$ cat config.mk
export PLATFORM = sky130hd
export DESIGN_NAME = cmac_tx_arbiter
export DESIGN_NICKNAME = d
export VERILOG_FILES = /design/src/rtl/cmac_tx_arbiter.sv
export SDC_FILE = /design/constraint.sdc
export NUM_CORES = 1
export LEC_CHECK = 0
export CORE_AREA = 2 2 707 709
export DETAILED_ROUTE_END_ITERATION = 8
export DIE_AREA = 0 0 709 711
export HOLD_SLACK_MARGIN = 0.02
export PLACE_DENSITY = 0.3
export SLEW_MARGIN = 20
export SYNTH_ARGS = -nofsm -noshare
export SYNTH_HDL_FRONTEND = slang
export SYNTH_SLANG_ARGS = --single-unit
$ cat constraint.sdc
create_clock -name rx_clk -period 1.8 [get_ports rx_clk]
set_clock_uncertainty 0.05 [all_clocks]
set_input_delay 0.54 -clock rx_clk [delete_from_list [all_inputs] [get_ports rx_clk]]
set_output_delay 0.54 -clock rx_clk [all_outputs]
set_load 0.01 [all_outputs]
$ cat src/rtl/cmac_tx_arbiter.sv
// Packet-granular round-robin arbiter in front of the CMAC axis_tx port.
// Optional stats counters: define CMAC_TX_ARB_STATS_EN.
module cmac_tx_arbiter #(
  parameter int DATA_WBITS = 512
) (
  input  logic                    rx_clk,
  input  logic                    rx_reset,
  input  logic                    link_up,

  input  logic [DATA_WBITS-1:0]   axis_in0_tdata,
  input  logic [DATA_WBITS/8-1:0] axis_in0_tkeep,
  input  logic                    axis_in0_tlast,
  input  logic                    axis_in0_tuser,
  input  logic                    axis_in0_tvalid,
  output logic                    axis_in0_tready,

  input  logic [DATA_WBITS-1:0]   axis_in1_tdata,
  input  logic [DATA_WBITS/8-1:0] axis_in1_tkeep,
  input  logic                    axis_in1_tlast,
  input  logic                    axis_in1_tuser,
  input  logic                    axis_in1_tvalid,
  output logic                    axis_in1_tready,

  output logic [DATA_WBITS-1:0]   axis_out_tdata,
  output logic [DATA_WBITS/8-1:0] axis_out_tkeep,
  output logic                    axis_out_tlast,
  output logic                    axis_out_tuser,
  output logic                    axis_out_tvalid,
  input  logic                    axis_out_tready,

  output logic [31:0]             pkt_count0,
  output logic [31:0]             pkt_count1,
  output logic [31:0]             drop_count
);

  localparam logic [1:0] S_IDLE = 2'd0;
  localparam logic [1:0] S_SEND = 2'd1;
  localparam logic [1:0] S_DROP = 2'd2;

  logic [1:0] r_state;
  logic       r_grant;
  logic       r_prio;

  logic w_send;
  logic w_drop;
  logic w_g_tvalid;
  logic w_g_tlast;
  logic w_g_tready;
  logic w_last_beat;
  logic w_req_p;
  logic w_req_o;
  logic w_pick;

  always_comb begin
    w_send      = (r_state == S_SEND);
    w_drop      = (r_state == S_DROP);
    w_g_tvalid  = r_grant ? axis_in1_tvalid : axis_in0_tvalid;
    w_g_tlast   = r_grant ? axis_in1_tlast  : axis_in0_tlast;
    w_g_tready  = w_drop | (w_send & axis_out_tready);
    w_last_beat = w_g_tvalid & w_g_tready & w_g_tlast;
    w_req_p     = r_prio ? axis_in1_tvalid : axis_in0_tvalid;
    w_req_o     = r_prio ? axis_in0_tvalid : axis_in1_tvalid;
    w_pick      = w_req_p ? r_prio : ~r_prio;
  end

  // Zero-latency passthrough; tvalid is gated only by state, never by tready
  always_comb begin
    axis_out_tdata  = r_grant ? axis_in1_tdata : axis_in0_tdata;
    axis_out_tkeep  = r_grant ? axis_in1_tkeep : axis_in0_tkeep;
    axis_out_tlast  = w_g_tlast;
    axis_out_tuser  = r_grant ? axis_in1_tuser : axis_in0_tuser;
    axis_out_tvalid = w_send & w_g_tvalid;
    axis_in0_tready = ~r_grant & w_g_tready;
    axis_in1_tready =  r_grant & w_g_tready;
  end

  // link_up is only consulted at grant time so packets are never truncated
  always_ff @(posedge rx_clk) begin
    if (rx_reset) begin
      r_state <= S_IDLE;
      r_grant <= 1'b0;
      r_prio  <= 1'b0;
    end else begin
      case (r_state)
        S_IDLE: begin
          if (w_req_p | w_req_o) begin
            r_grant <= w_pick;
            r_state <= link_up ? S_SEND : S_DROP;
          end
        end
        S_SEND, S_DROP: begin
          if (w_last_beat) begin
            r_prio  <= ~r_grant;
            r_state <= S_IDLE;
          end
        end
        default: r_state <= S_IDLE;
      endcase
    end
  end

`ifdef CMAC_TX_ARB_STATS_EN
  logic [31:0] r_pkt0;
  logic [31:0] r_pkt1;
  logic [31:0] r_drop;

  always_ff @(posedge rx_clk) begin
    if (rx_reset) begin
      r_pkt0 <= 32'd0;
      r_pkt1 <= 32'd0;
      r_drop <= 32'd0;
    end else if (w_last_beat) begin
      if (w_send & ~r_grant & (r_pkt0 != 32'hFFFF_FFFF))
        r_pkt0 <= r_pkt0 + 32'd1;
      if (w_send & r_grant & (r_pkt1 != 32'hFFFF_FFFF))
        r_pkt1 <= r_pkt1 + 32'd1;
      if (w_drop & (r_drop != 32'hFFFF_FFFF))
        r_drop <= r_drop + 32'd1;
    end
  end

  assign pkt_count0 = r_pkt0;
  assign pkt_count1 = r_pkt1;
  assign drop_count = r_drop;
`else
  assign pkt_count0 = 32'd0;
  assign pkt_count1 = 32'd0;
  assign drop_count = 32'd0;
`endif

endmodule

==> flow_summary.yaml <==
run_status:
  outcome: "finished with violations"
  violations: "setup timing"
pwr:
  power.density_mw_per_mm2: 485
  combPwrFrac_pct: 97.4
  p_clk_share_pct: 2.0
  switching_share_pct: 46.9
  p_int_w: 0.00995
  pwr-share-seq_pct: 0.7
  p_leak_nw: 13.5
  irDropWorstVdd_v: 0.000304
  p_sw_w: 0.00879
  p_total_w: 0.0187
route:
  wl_per_cell_um: 45.1
  detail_route.first_pass.iterations: 4
  drt_iter0_markers: 892
  routed_wl_mm: 425
  via_count: 18597
  ant_nets: 0
  viasPerCell: 1.97
  drcViolationCount: 0
global_routing:
  grt_pass1_vias: 16221
  antenna_found_initial: 572
  grt_max_degree: 33
  grt_use_total_pct: 15.9
  gr-total-overflow: 0
  grt_pass1_wl_mm: 455
sta:
  fin_ws_ps: -760
  rsz0062_at_grt: "true"
  hold_viol: 0
  finalSetupViolations: 584
  tightest_slew_ps: 527
  relSlewSlack_pct: 64.9
  post-route-period-util_pct: 142
  max_freq_ghz: 0.391
  hold_ws_ps: 505
  period_needed_ps: 2560
  drv_slew: 0
floorplanning:
  fp.dieH_um: 711
  pin_count: 1839
  rows: 259
  die_area_mm2: 0.504
  initial_core_util_pct: 1.59
  fp.dieW_um: 709
  design.core.area_mm2: 0.496
clocking:
  path_clk_slew_ps: 30
  cts_tree: "done"
  clk_latency_ps: 240
  root_buffer: "clkbuf_16"
  cts_buffers: 3
  ctsHoldBuffers: 0
  cts_sinks: 4
  cts_buffer_depth: 2
  h-tree-depth: 1
worst_setup_path:
  path_common_cell: "clkdlybuf4s50_1"
  r2r_cells: 8
  slowest_delay_ps: 590
  cp-end-kind: "primary output"
  arrival_ps: 1970
  worstPathRequired_ps: 1210
  crit_slowest_cell: "clkdlybuf4s50_1"
  critical_path_class: "input port to primary output"
  start_kind: "input port"
  path_max_fanout: 1
  path_cells: "clkdlybuf4s50_1 -> mux2_2 -> clkdlybuf4s50_1"
logic_synthesis:
  synthCells: 777
  ys_seq_elements: 4
  synth-seq-area-share_pct: 1.02
  netlist-cell-type-count: 28
  ys_warn_count: 0
  syn_avg_cell_area_um2: 10.1
  syn-cell-area_mm2: 0.00789
placed_design:
  dp_hpwl_mm: 400
  dp_worst_setup_slack_ps: -1030
  portBuffers: 1742
  gp_congestion: 1.37
worst_hold_path:
  worstHoldPathCells: 2
  hold_path_class: "register to register"
cells_and_area:
  layout-drive-gt1-share_pct: 49.4
  final_cell_mix: "clkdlybuf4s50_1 (1156), mux2_2 (298), mux2_4 (280)"
  fillers: 57859
  mostFrequentLayoutCell: "clkdlybuf4s50_1"
  syn_to_final_growth_pct: 390
  nNetsFinal: 3826
job:
  max-cap-violations: 0
==> worst max-delay path, delay by kind of cell <==
kind / cells / cell delay (ps)
buf+inv: 2 / 1130
mux: 1 / 270
==> final cells by class <==
class	instances	area, um2	share of cell area (%)
Antenna cell	103	258	0.667
Clock buffer	4	78.8	0.204
Inverter	3	11.3	0.0291
Multi-Input combinational cell	704	8150	21.1
Sequential cell	4	83.8	0.217
Tap cell	6655	8330	21.5
Timing Repair Buffer	1945	21800	56.3
==> routing by layer <==
metal  vias to the layer above  track usage (%)  routed length [um]  share of wire, %
met5                         -                0                1550              0.37
met4                       210             5.65               21700               5.1
met3                      1216             10.8               64800                15
met2                      2283             27.3              201000                47
met1                      8285             15.0              136000                32
li1                       6603                -                   -                 -
==> kinds of logic (layout without fill, tap and decap cells) <==
| family | after synthesis | in the layout | share of synthesized area, % |
|---|---|---|---|
| muxes | 580 | 580 | 82.8 |
| buffers and inverters | 164 | 1952 | 13.5 |
| and+or+nand+nor | 15 | 15 | 1.24 |
| AOI/OAI and AO/OA | 10 | 10 | 0.920 |
| DFF | 4 | 4 | 1.02 |
| adders and majority gates | 3 | 3 | 0.476 |
| other | 1 | 199 | 0.0476 |
==> flip-flops by register name, indices dropped and copies added, names as in the netlist <==
name     cells
r_state      2
r_grant      1
r_prio       1
==> power groups by stage <==
stage,Combinational [W],Sequential [W],Clock (W)
5_1_grt,0.0190,0.000132,0.000386
3_5_place_dp,0.0157,0.000128,0
6_report,0.0182,0.000130,0.000367
3_3_place_gp,0.0158,0.000126,0
2_1_floorplan,0.00416,0.000116,0
4_1_cts,0.0164,0.000129,0.000372
==> stage by stage <==
stage | instance area [um2] | setup TNS (ps) | utilization (%) | cells
3_3_place_gp | 34900 | -286950 | 7.03 | 9175
2_1_floorplan | 8240 | 0 | - | 872
5_1_grt | 38600 | -380760 | 7.77 | 9380
3_5_place_dp | 34900 | -292300 | 7.03 | 9175
4_1_cts | 35700 | -422770 | 7.19 | 9218
6_report | 38700 | -354630 | 7.79 | 9418
==> cell usage after synthesis (all sizes together) <==
| master | instances | area share [%] |
|---|---|---|
| a311oi | 1 | 0.11 |
| nand2 | 1 | 0.048 |
| a32oi | 1 | 0.11 |
| nor3 | 1 | 0.063 |
| o211ai | 2 | 0.19 |
| and2 | 2 | 0.16 |
| nor4bb | 1 | 0.13 |
| and3b | 1 | 0.11 |
| buf | 161 | 13 |
| nor4b | 2 | 0.22 |
| nor2 | 2 | 0.095 |
| nand2b | 1 | 0.079 |
| mux2i | 2 | 0.25 |
| dfxtp | 4 | 1.0 |
| nand4 | 2 | 0.16 |
| o21ai | 2 | 0.13 |
| nor2b | 1 | 0.079 |
| a21oi | 1 | 0.063 |
| nor3b | 1 | 0.095 |
| a41oi | 1 | 0.11 |
| mux2 | 578 | 83 |
| conb | 1 | 0.048 |
| ha | 3 | 0.48 |
| o32ai | 1 | 0.11 |
| a21o | 1 | 0.095 |
| inv | 3 | 0.14 |
==> what timing repair did <==
action	CTS	global route
resized for setup	412	940
endpoints found under the setup margin	584	584
cloned	8	27
buffers inserted	31	77
==> worst paths after layout <==
| kind | slack, ps | endpoint | from |
|---|---|---|---|
| worst max-delay path | -760 | axis_out_tdata[406] | axis_in1_tdata[406] |
| worst min-delay path | 510 | r_state[1]$_SDFFE_PP0P_ | r_state[1]$_SDFFE_PP0P_ |
| worst max register to register | -220 | r_state[0]$_SDFFE_PP0P_ | r_grant$_SDFFE_PP0P_ |
| worst min register to register | 510 | r_state[1]$_SDFFE_PP0P_ | r_state[1]$_SDFFE_PP0P_ |
Power figures use the tool's default switching activity.
